### config.mk
export PLATFORM = sky130hd
export DESIGN_NAME = speed_ctrl
export DESIGN_NICKNAME = d
export VERILOG_FILES = /design/src/rtl/speed_ctrl_pkg.sv /design/src/rtl/sync_bit.sv /design/src/rtl/speed_ctrl.sv
export SDC_FILE = /design/constraint.sdc
export NUM_CORES = 1
export LEC_CHECK = 0
export CAP_MARGIN = 20
export CORE_MARGIN = 2
export CORE_UTILIZATION = 42
export DETAILED_ROUTE_END_ITERATION = 10
export GPL_TIMING_DRIVEN = 0
export HOLD_SLACK_MARGIN = 0.08
export PLACE_DENSITY = 0.82
export SLEW_MARGIN = 20
export SYNTH_ARGS = -nofsm -noshare
export SYNTH_HDL_FRONTEND = slang
export SYNTH_SLANG_ARGS = --single-unit
### constraint.sdc
create_clock -name hsclk_in -period 1.9 [get_ports hsclk_in]
set_input_delay 0.38 -clock hsclk_in [delete_from_list [all_inputs] [get_ports hsclk_in]]
set_output_delay 0.38 -clock hsclk_in [all_outputs]
set_load 0.1 [all_outputs]
### src/rtl/speed_ctrl_pkg.sv
// speed_ctrl_pkg: state encoding, control bit positions and default address map for speed_ctrl
package speed_ctrl_pkg;
  typedef enum logic [3:0] {
    SLOW     = 4'b0001,
    FAST_REQ = 4'b0010,
    FAST     = 4'b0100,
    SLOW_REQ = 4'b1000
  } state_t;
  localparam int CTRL_DIV_LSB    = 0;
  localparam int CTRL_DIV_MSB    = 1;
  localparam int CTRL_FORCE_SLOW = 2;
  localparam logic [15:0] IO_BASE_DEF   = 16'hFC00;
  localparam logic [15:0] IO_TOP_DEF    = 16'hFEFF;
  localparam logic [15:0] CTRL_ADDR_DEF = 16'hFE90;
endpackage

### src/rtl/sync_bit.sv
// sync_bit: multi-flop synchroniser for one asynchronous level input
module sync_bit #(
  parameter int STAGES = 2
) (
  input  logic clk,
  input  logic rst,
  input  logic d,
  output logic q
);
  logic [STAGES-1:0] s;
  always_ff @(posedge clk or posedge rst)
    if (rst) s <= '0;
    else s <= {s[STAGES-2:0], d};
  assign q = s[STAGES-1];
endmodule

### src/rtl/speed_ctrl.sv
// speed_ctrl: address-driven fast/slow CPU clock request with stall; SPEED_CTRL_TIMEOUT_EN adds an acknowledge timeout
module speed_ctrl
  import speed_ctrl_pkg::*;
#(
  parameter logic [15:0] IO_BASE        = IO_BASE_DEF,
  parameter logic [15:0] IO_TOP         = IO_TOP_DEF,
  parameter logic [15:0] CTRL_ADDR      = CTRL_ADDR_DEF,
  parameter int          DWELL_CYCLES   = 4,
  parameter int          SYNC_STAGES    = 2,
  parameter int          TIMEOUT_CYCLES = 255
) (
  input  logic        hsclk_in,
  input  logic        rst,
  input  logic        cyc_valid,
  input  logic [15:0] cpu_addr,
  input  logic        cpu_rnw,
  input  logic [7:0]  cpu_data,
  input  logic        hsclk_selected,
  input  logic        lsclk_selected,
  output logic        hsclk_sel,
  output logic [1:0]  cpuclk_div_sel,
  output logic        cpu_rdy,
  output logic [7:0]  ctrl_q,
  output logic        switch_err
);
  state_t state, nxt;
  logic hs_ack, ls_ack, cv, slow_hit, wr, go_fast, go_slow, tmo;
  logic [3:0] dwell, dwell_nxt;
  logic [7:0] ctrl_nxt;
  sync_bit #(.STAGES(SYNC_STAGES)) u_hs (.clk(hsclk_in), .rst(rst), .d(hsclk_selected), .q(hs_ack));
  sync_bit #(.STAGES(SYNC_STAGES)) u_ls (.clk(hsclk_in), .rst(rst), .d(lsclk_selected), .q(ls_ack));
  // cycles presented while stalled are the CPU holding its bus, not new cycles
  assign cv       = cyc_valid & cpu_rdy;
  assign slow_hit = cv & ((cpu_addr >= IO_BASE && cpu_addr <= IO_TOP) | ctrl_q[CTRL_FORCE_SLOW]);
  assign wr       = cv & ~cpu_rnw & (cpu_addr == CTRL_ADDR);
  assign go_fast  = hs_ack & ~ls_ack;
  assign go_slow  = ls_ack & ~hs_ack;
  assign ctrl_nxt = (wr ? cpu_data : ctrl_q) | {5'b0, tmo, 2'b0};
`ifdef SPEED_CTRL_TIMEOUT_EN
  logic [7:0] tcnt;
  logic req;
  assign req = state == FAST_REQ || state == SLOW_REQ;
  assign tmo = req && tcnt == 8'(TIMEOUT_CYCLES) && !(state == FAST_REQ ? go_fast : go_slow);
  always_ff @(posedge hsclk_in or posedge rst)
    if (rst) begin
      tcnt       <= '0;
      switch_err <= 1'b0;
    end else begin
      tcnt       <= (req && nxt == state) ? tcnt + 8'd1 : 8'd0;
      switch_err <= switch_err | tmo;
    end
`else
  assign tmo        = 1'b0;
  assign switch_err = 1'b0;
`endif
  always_comb begin
    nxt       = state;
    dwell_nxt = dwell;
    case (state)
      SLOW:
        if (slow_hit) dwell_nxt = '0;
        else if (cv) begin
          dwell_nxt = (dwell == 4'(DWELL_CYCLES - 1)) ? 4'd0 : dwell + 4'd1;
          nxt       = (dwell == 4'(DWELL_CYCLES - 1)) ? FAST_REQ : SLOW;
        end
      FAST_REQ: nxt = go_fast ? FAST : tmo ? SLOW : FAST_REQ;
      FAST:     nxt = slow_hit ? SLOW_REQ : FAST;
      SLOW_REQ: nxt = (go_slow || tmo) ? SLOW : SLOW_REQ;
      default:  nxt = SLOW;
    endcase
  end
  always_ff @(posedge hsclk_in or posedge rst)
    if (rst) begin
      state          <= SLOW;
      dwell          <= '0;
      hsclk_sel      <= 1'b0;
      cpu_rdy        <= 1'b1;
      ctrl_q         <= '0;
      cpuclk_div_sel <= '0;
    end else begin
      state     <= nxt;
      dwell     <= dwell_nxt;
      hsclk_sel <= nxt == FAST_REQ || nxt == FAST;
      cpu_rdy   <= nxt == SLOW || nxt == FAST;
      ctrl_q    <= ctrl_nxt;
      if (state == SLOW) cpuclk_div_sel <= ctrl_q[CTRL_DIV_MSB:CTRL_DIV_LSB];
    end
endmodule
==> results.tsv, run 1 <==
metric	value	unit
final RePlAce weighted congestion	0.8107	
Max Root-Sink Buffers	2	
die area	2999	um2
drt total wl	2447	um
WP data required	2100	ps
ant diodes	0	
Compound-Gate Fraction of Synth Area	8.208	%
Final Util	64.83	%
CP arrival	2020	ps
all-layer global routing usage	18.33	%
Synth Cell Area	1082	um2
Setup Skew	8.473	ps
nature of the critical path endpoint	flip-flop	
status	finished clean	
Layout area overhead	47.05	%
detailed placement HPWL	1948	um
R2R setup slack	120	ps
CP Max Fanout	8	
Slew Limit Fails	0	
unrepaired setup endpoints after global routing	no	
top cells by area, synth	dfrtp_1 (51%), mux2_2 (10%), dfstp_2 (4.9%), nand2_1 (3.1%), nand3_1 (2.8%)	
commonest non-fill, non-tap cell in the layout	clkdlybuf4s50_1	
# setup viols final	0	
yosys warns	0	
Via-to-Cell Ratio	5.515	
# IOs	43	
LEAKAGE	0.7330	nW
actual slew at the worst max-slew pin	884.9	ps
clk_lat worst skew	310	ps
routing usage on met1	22.53	%
H-tree levels	1	
simple-gate share of the synthesized area	21.97	%
leading area contributor after synthesis	dfrtp_1	
First-pass DRT Iterations	4	
Die Span Y	54.76	um
CTS tree	yes	
mux contribution to synthesized area	10.40	%
antenna violations before repair	0	
Final min period	1820	ps
GRT overflow	0	
clock root cell	clkbuf_4	
met3 usage	6.011	%
async set-reset flop share out of synthesis	100.0	%
Post-Synth XOR/XNOR Area	0.8092	%
ANT nets after route	0	
largest family of logic cells by synthesized area	simple AND/OR/NAND/NOR gates	
clock sink count	24	
most frequent cells in the layout	clkdlybuf4s50_1 (29), dfrtp_1 (22), mux2_2 (10), nand2_1 (9), clkdlybuf4s15_2 (7)	
pin count of the biggest net entering global routing	25	
total power	1.359	mW
adder-cell share of the synthesized area	1.156	%
Max-cap violations	0	
crit path kind	in -> reg	
cells after synthesis	85	
Power per Cell Area	853.9	nW/um2
period utilisation layout	95.79	%
GR peak layer	met2	
share of cells above drive strength 1	29.32	%
CORE AREA	2455	um2
Layout fillers	188	
Die Span X	54.76	um
Yosys cell types	33	
DRC Markers	0	
r2r endpoint	hsclk_sel	
register bit total from synthesis	24	
wire per inst	15.01	um
Post-synth EDFFs	0	
DRT iter0 DRCs	2	
Global Route met2 Usage	29.17	%
vias in the first global route	903	
Mapped Avg Cell Area	12.73	um2
synthesized net count	116	
Worst setup SP type	input pin	
via count	899	
R2R depth	3	
cts hold-fix bufs	0	
Primary FF master, synth	dfrtp_1	
placed cells	156	
Inserted Clock Buffers	3	
CP Capture Point	ctrl_q[2]	
hold crit path type	reg -> reg	
fin cells	163	
area share of the largest cell type after synthesis	50.87	%
fmax	549.4	MHz
origin of the critical flop-to-flop path	state[3]	
CP startpoint	cpu_addr[1]	
Final Hold Vio Count	0	
Port Buf Inserts	41	
Seq/Total Area, Yosys	55.72	%
Rows	18	
worst rel slew slack	40.94	%
first-pass GRT wire length	3877	um
CTS clk-pin slew, worst paths	140	ps
fin nets	165	
Peak VDD IR	0.0007054	V
Initial Utilization	44.09	%
## worst min-delay path by stage
| stage | startpoint | to | slack, ps | cells after the start |
|---|---|---|---|---|
| finish | u_ls.s[0] | u_ls.s[1] | 370 | 0 |
| global route | u_hs.s[0] | u_hs.s[1] | 370 | 0 |
| CTS | u_ls.s[0] | u_ls.s[1] | 370 | 0 |
| detailed placement | u_ls.s[0] | u_ls.s[1] | 340 | 0 |
| global placement | u_ls.s[0] | u_ls.s[1] | 330 | 0 |
| floorplan | u_hs.s[0] | u_hs.s[1] | 330 | 0 |
## flip-flops by register name, summed over array words and instances, names as in the netlist
name and count:
hsclk_sel 1, u_hs.s 2, dwell 4, state 4
cpuclk_div_sel 2, u_ls.s 2, cpu_rdy 1, ctrl_q 8
## cells by family (layout without fill, tap and decap cells)
kind of cell | Yosys count | after routing
AO/OA/AOI/OAI | 12 | 12
XOR/XNOR | 1 | 1
adder cells (fa/ha/maj) | 1 | 1
buffers and inverters | 3 | 51
flip-flops | 24 | 24
multiplexers | 10 | 10
other | 1 | 1
AND/OR/NAND/NOR | 33 | 33
## final cells by class
cell class / instances / area (um2) / area share (%)
inverter: 2 / 7.507 / 0.4717
clock buffer: 4 / 36.28 / 2.280
timing repair buffer: 44 / 420.4 / 26.42
sequential: 24 / 606.8 / 38.13
tap: 30 / 37.54 / 2.358
multi-input combinational: 58 / 475.5 / 29.87
buffer: 1 / 7.507 / 0.4717
## through the flow
stage               hold WS, ps  worst slack, ps  TNS (ps)  instance area [um2]
floorplan                 331.2            6.827         0                 1086
global placement          333.8           -538.0     -4578                 1534
detailed placement        338.6           -568.1     -4787                 1534
CTS                       369.4           -5.856    -5.856                 1592
global route              375.0            22.28         0                 1592
finish                    369.2            79.94         0                 1592
## synthesized netlist by cell type, drive strengths merged (2+ instances only)
master,n
inv,2
nand3,6
dfrtp,22
nor4,2
nor3b,2
or4b,3
nor4b,3
o21bai,2
a21o,2
nand2,9
mux2,10
o21ai,3
dfstp,2
## timing repair
| item | CTS | global route |
|---|---|---|
| endpoints found under the setup margin | 21 | 14 |
| resized for setup | 32 | 9 |
| pin swaps | 1 | 0 |
| endpoints found under the hold margin | 0 | 0 |
| setup buffers | 1 | 2 |
## per-layer routing
layer	routed length [um]	share of wire (%)	vias to the layer above
met2	1232	50	38
met3	221	9.0	4
met4	27	1.1	0
li1	-	-	414
met1	965	39	443
met5	0	0	-
## critical path, stage by stage
cell	delay [ps]
clkdlybuf4s50_1	410
or4b_4	560
nor4_4	160
buf_6	170
mux2_2	340
## power breakdown
| part | leakage, nW | switching (mW) | total (mW) | internal, mW |
|---|---|---|---|---|
| Combinational | 0.397 | 0.268 | 0.458 | 0.190 |
| Clock | 0.0210 | 0.153 | 0.270 | 0.117 |
| Sequential | 0.315 | 0.0492 | 0.631 | 0.582 |
| Total | 0.733 | 0.470 | 1.36 | 0.889 |
(Power assumes the default switching activity.)
==> run 2: changes to the inputs <==
==> constraint.sdc (replaced) <==
create_clock -name hsclk_in -period 1.9 [get_ports hsclk_in]
set_input_delay 0.285 -clock hsclk_in [delete_from_list [all_inputs] [get_ports hsclk_in]]
set_output_delay 0.285 -clock hsclk_in [all_outputs]
set_load 0.1 [all_outputs]
==> run 2 against run 1 <==
Against the previous run:
- routed wire length fell by 0.49%
- total power up 0.33%
- count of clock-buffer cells in the layout stayed put
- clock skew is 1.5 ps lower
- first-iteration DRC count rose to 2.5 times the previous value
- combinational power is 1% higher
- global-route usage shrank 0.12 points
- worst setup slack lost 24 ps
- design area shrank 0.39%
- largest cell class unchanged
==> results.tsv, run 2 (synthesis gave the netlist of run 1 again) <==
metric	value	unit
CP Max Fanout	3	
drt total wl	2435	um
detailed placement HPWL	1948	um
First-pass DRT Iterations	4	
Rows	18	
Max-cap violations	0	
most frequent cells in the layout	clkdlybuf4s50_1 (29), dfrtp_1 (22), mux2_2 (10), nand2_1 (9), dlygate4sd2_1 (7)	
Max Root-Sink Buffers	2	
DRT iter0 DRCs	5	
final RePlAce weighted congestion	0.8107	
Final min period	1844	ps
worst hold margin	368.9	ps
wire per inst	14.94	um
Initial Utilization	44.09	%
antenna violations before repair	0	
fin cells	163	
H-tree levels	1	
design area	1585	um2
Layout area overhead	46.47	%
CTS clk-pin slew, worst paths	140	ps
worst-path cell chain	clkdlybuf4s15_1	
crit path kind	reg -> out	
clk_lat worst skew	310	ps
DRC Markers	0	
Final Util	64.58	%
first-pass GRT wire length	3850	um
cts hold-fix bufs	0	
Die Span X	54.76	um
Peak VDD IR	0.0007326	V
clock root cell	clkbuf_4	
fin nets	165	
fmax	542.4	MHz
GRT overflow	0	
clock sink count	24	
Die Span Y	54.76	um
total power	1.363	mW
die area	2999	um2
actual slew at the worst max-slew pin	984.3	ps
placed cells	156	
Register Area	606.8	um2
all-layer global routing usage	18.21	%
final setup TNS	0	ps
share of cells above drive strength 1	21.05	%
CP delay by family, top	buffers and inverters	
Worst Path Buf+Inv	1	
Setup Skew	7.003	ps
commonest non-fill, non-tap cell in the layout	clkdlybuf4s50_1	
unrepaired setup endpoints after global routing	no	
Via-to-Cell Ratio	5.515	
# IOs	43	
CP arrival	1560	ps
LEAKAGE	0.7636	nW
# setup viols final	0	
pin count of the biggest net entering global routing	25	
WP data required	1620	ps
largest reg by FF count	ctrl_q	
vias in the first global route	909	
Final Hold Vio Count	0	
Worst Slack Setup Final	56.24	ps
via count	899	
Placed Instance Area	1534	um2
max FFs per register	8	
Inserted Clock Buffers	3	
CP startpoint	ctrl_q[0]	
period utilisation layout	97.04	%
Layout fillers	196	
area of the multi-input gates	469.2	um2
worst slack, placed	-473.1	ps
hold_sp	u_ls.s[0]	
Worst path slowest cell	clkdlybuf4s15_1	
Power per Cell Area	860.0	nW/um2
Port Buf Inserts	41	
hold crit path type	reg -> reg	
CORE AREA	2455	um2
biggest regs	ctrl_q x8, dwell x4, state x4	
CTS tree	yes	
Slew Limit Fails	0	
ant diodes	0	
status	finished clean	
Worst path max stage delay	840	ps
ANT nets after route	0	
origin of the critical flop-to-flop path	state[3]	
Worst setup SP type	flip-flop	
nature of the critical path endpoint	output port	
worst rel slew slack	34.64	%
-- run 2: layer usage --
metal	part of all wire [%]	vias to the layer above	GRT usage, %
met5	0	-	0
met3	9.4	4	6.011
met1	40	441	22.36
met2	50	41	28.97
met4	1.2	0	7.917
li1	-	413	-
-- run 2: timing repair --
item                       4_1_cts  5_1_grt
setup endpoints to repair       21        5
gates resized for setup         16        4
pin swaps                        1        0
buffers inserted                 1        2
-- run 2: layout make-up --
cell class                 instances  area share (%)
sequential                        24           38.28
buffer                             1          0.4736
timing repair buffer              44           26.52
inverter                           2          0.4736
multi-input combinational         58           29.60
tap                               30           2.368
clock buffer                       4           2.289
-- run 2: power breakdown --
| part | leakage (nW) | internal [mW] | switching (mW) |
|---|---|---|---|
| clock network | 0.0210 | 0.117 | 0.152 |
| logic | 0.428 | 0.196 | 0.266 |
| registers | 0.315 | 0.582 | 0.0494 |
-- run 2: final timing paths --
kind                             endpoint  slack (ps)  depth (start not counted)
worst max-delay path            ctrl_q[0]          60                          1
worst min-delay path            u_ls.s[1]         370                          0
worst max register to register  hsclk_sel         120                          3
worst min register to register  u_ls.s[1]         370                          0
max in group asynchronous        dwell[2]         900                          2
min in group asynchronous       u_hs.s[0]         450                          2
==> run 3: changes to the inputs <==
--- a/config.mk
+++ b/config.mk
@@ -6,7 +6,6 @@
 export NUM_CORES = 1
 export LEC_CHECK = 0
 export CAP_MARGIN = 20
-export CORE_MARGIN = 2
 export CORE_UTILIZATION = 42
 export DETAILED_ROUTE_END_ITERATION = 10
 export GPL_TIMING_DRIVEN = 0
==> run 3 against run 2 <==
Against the previous run:
- critical path depth is the same
- highest routed layer unchanged
- critical path type unchanged
- critical endpoint is now ctrl_q[1]
- clock skew shrank 1.9 ps
- worst hold slack lost 4.2 ps
==> results.tsv, run 3 (synthesis gave the netlist of run 1 again) <==
metric	value	unit
status	finished clean	
# setup viols final	0	
CTS clk-pin slew, worst paths	140	ps
commonest non-fill, non-tap cell in the layout	clkdlybuf4s50_1	
max FFs per register	8	
CP Max Fanout	3	
share of cells above drive strength 1	21.21	%
Rows	18	
via count	867	
CTS tree	yes	
detailed placement HPWL	1700	um
Max Root-Sink Buffers	2	
Port Buf Inserts	41	
Initial Utilization	44.09	%
Via-to-Cell Ratio	5.352	
biggest regs	ctrl_q x8, dwell x4, state x4	
final setup TNS	0	ps
clock sink count	24	
pin count of the biggest net entering global routing	25	
actual slew at the worst max-slew pin	971.4	ps
clk_lat worst skew	320	ps
Final min period	1853	ps
ant diodes	0	
largest reg by FF count	ctrl_q	
Peak VDD IR	0.0006355	V
GRT overflow	0	
Inserted Clock Buffers	3	
die area	2784	um2
clock root cell	clkbuf_4	
Die Span X	52.76	um
Setup Skew	5.117	ps
Power per Cell Area	863.7	nW/um2
Worst Path Buf+Inv	1	
all-layer global routing usage	18.90	%
vias in the first global route	884	
Worst setup SP type	flip-flop	
Layout area overhead	45.32	%
CORE AREA	2455	um2
Worst Slack Setup Final	47.20	ps
Die Span Y	52.76	um
wire per inst	14.11	um
Max-cap violations	0	
worst rel slew slack	35.50	%
Worst path slowest cell	clkdlybuf4s15_1	
crit path kind	reg -> out	
first-pass GRT wire length	3670	um
nature of the critical path endpoint	output port	
DRT iter0 DRCs	8	
placed cells	156	
LEAKAGE	0.7592	nW
total power	1.358	mW
final RePlAce weighted congestion	0.7594	
fin nets	164	
CP arrival	1570	ps
Final Hold Vio Count	0	
WP data required	1620	ps
most frequent cells in the layout	clkdlybuf4s50_1 (29), dfrtp_1 (22), mux2_2 (10), nand2_1 (9), dlygate4sd2_1 (7)	
cts hold-fix bufs	0	
worst slack, placed	-468.9	ps
ANT nets after route	0	
fmax	539.7	MHz
hold crit path type	reg -> reg	
drt total wl	2286	um
Worst path max stage delay	840	ps
H-tree levels	1	
First-pass DRT Iterations	6	
CP delay by family, top	buffers and inverters	
DRC Markers	0	
worst hold margin	364.7	ps
unrepaired setup endpoints after global routing	no	
# IOs	43	
worst-path cell chain	clkdlybuf4s15_1	
period utilisation layout	97.52	%
antenna violations before repair	0	
fin cells	162	
Slew Limit Fails	0	
==> run 3: per-layer routing <==
| metal | track usage, % | share of wire (%) | up-vias | routed length, um |
|---|---|---|---|---|
| met3 | 6.667 | 7.1 | 4 | 162 |
| met2 | 30.38 | 51 | 36 | 1162 |
| li1 | - | - | 412 | - |
| met5 | 0 | 0 | - | 0 |
| met4 | 9.211 | 1.4 | 0 | 32 |
| met1 | 22.16 | 41 | 415 | 928 |
==> run 3: what timing repair did <==
| action | 4_1_cts | 5_1_grt |
|---|---|---|
| resized for setup | 16 | 5 |
| gates cloned | 0 | 0 |
| endpoints found under the setup margin | 21 | 13 |
| pin swaps | 1 | 1 |
| buffers inserted | 0 | 2 |
==> run 3: report_power, final <==
group | total (mW) | internal, mW | switching [mW] | leakage [nW]
sequential | 0.632 | 0.582 | 0.0494 | 0.315
combinational | 0.448 | 0.184 | 0.264 | 0.423
clock | 0.279 | 0.117 | 0.162 | 0.0210
total | 1.36 | 0.883 | 0.475 | 0.759
==> run 3: layout make-up <==
| class | count | area [um2] |
|---|---|---|
| well taps | 30 | 37.54 |
| multi-input cells | 58 | 469.2 |
| flip-flops and latches | 24 | 606.8 |
| plain buffers | 1 | 7.507 |
| fillers | 191 | 882.1 |
| repair buffers | 43 | 407.9 |
| clock buffers | 4 | 36.28 |
| inverters | 2 | 7.507 |
==> run 3: stage by stage <==
step                util, %  cell area [um2]
global route          64.07             1573
detailed placement    62.49             1534
finish                64.07             1573
floorplan                 -             1086
global placement      62.49             1534
CTS                   63.71             1564
==> run 3: path summary, 6_finish.rpt <==
kind	startpoint	to	slack, ps	cells past startpoint
hold reg to reg	u_ls.s[0]	u_ls.s[1]	360	0
hold / removal	u_ls.s[0]	u_ls.s[1]	360	0
max in group asynchronous	rst	ctrl_q[6]	920	2
setup reg to reg	state[3]	hsclk_sel	120	3
setup / recovery	ctrl_q[1]	ctrl_q[1]	50	1
min in group asynchronous	rst	u_ls.s[1]	430	2
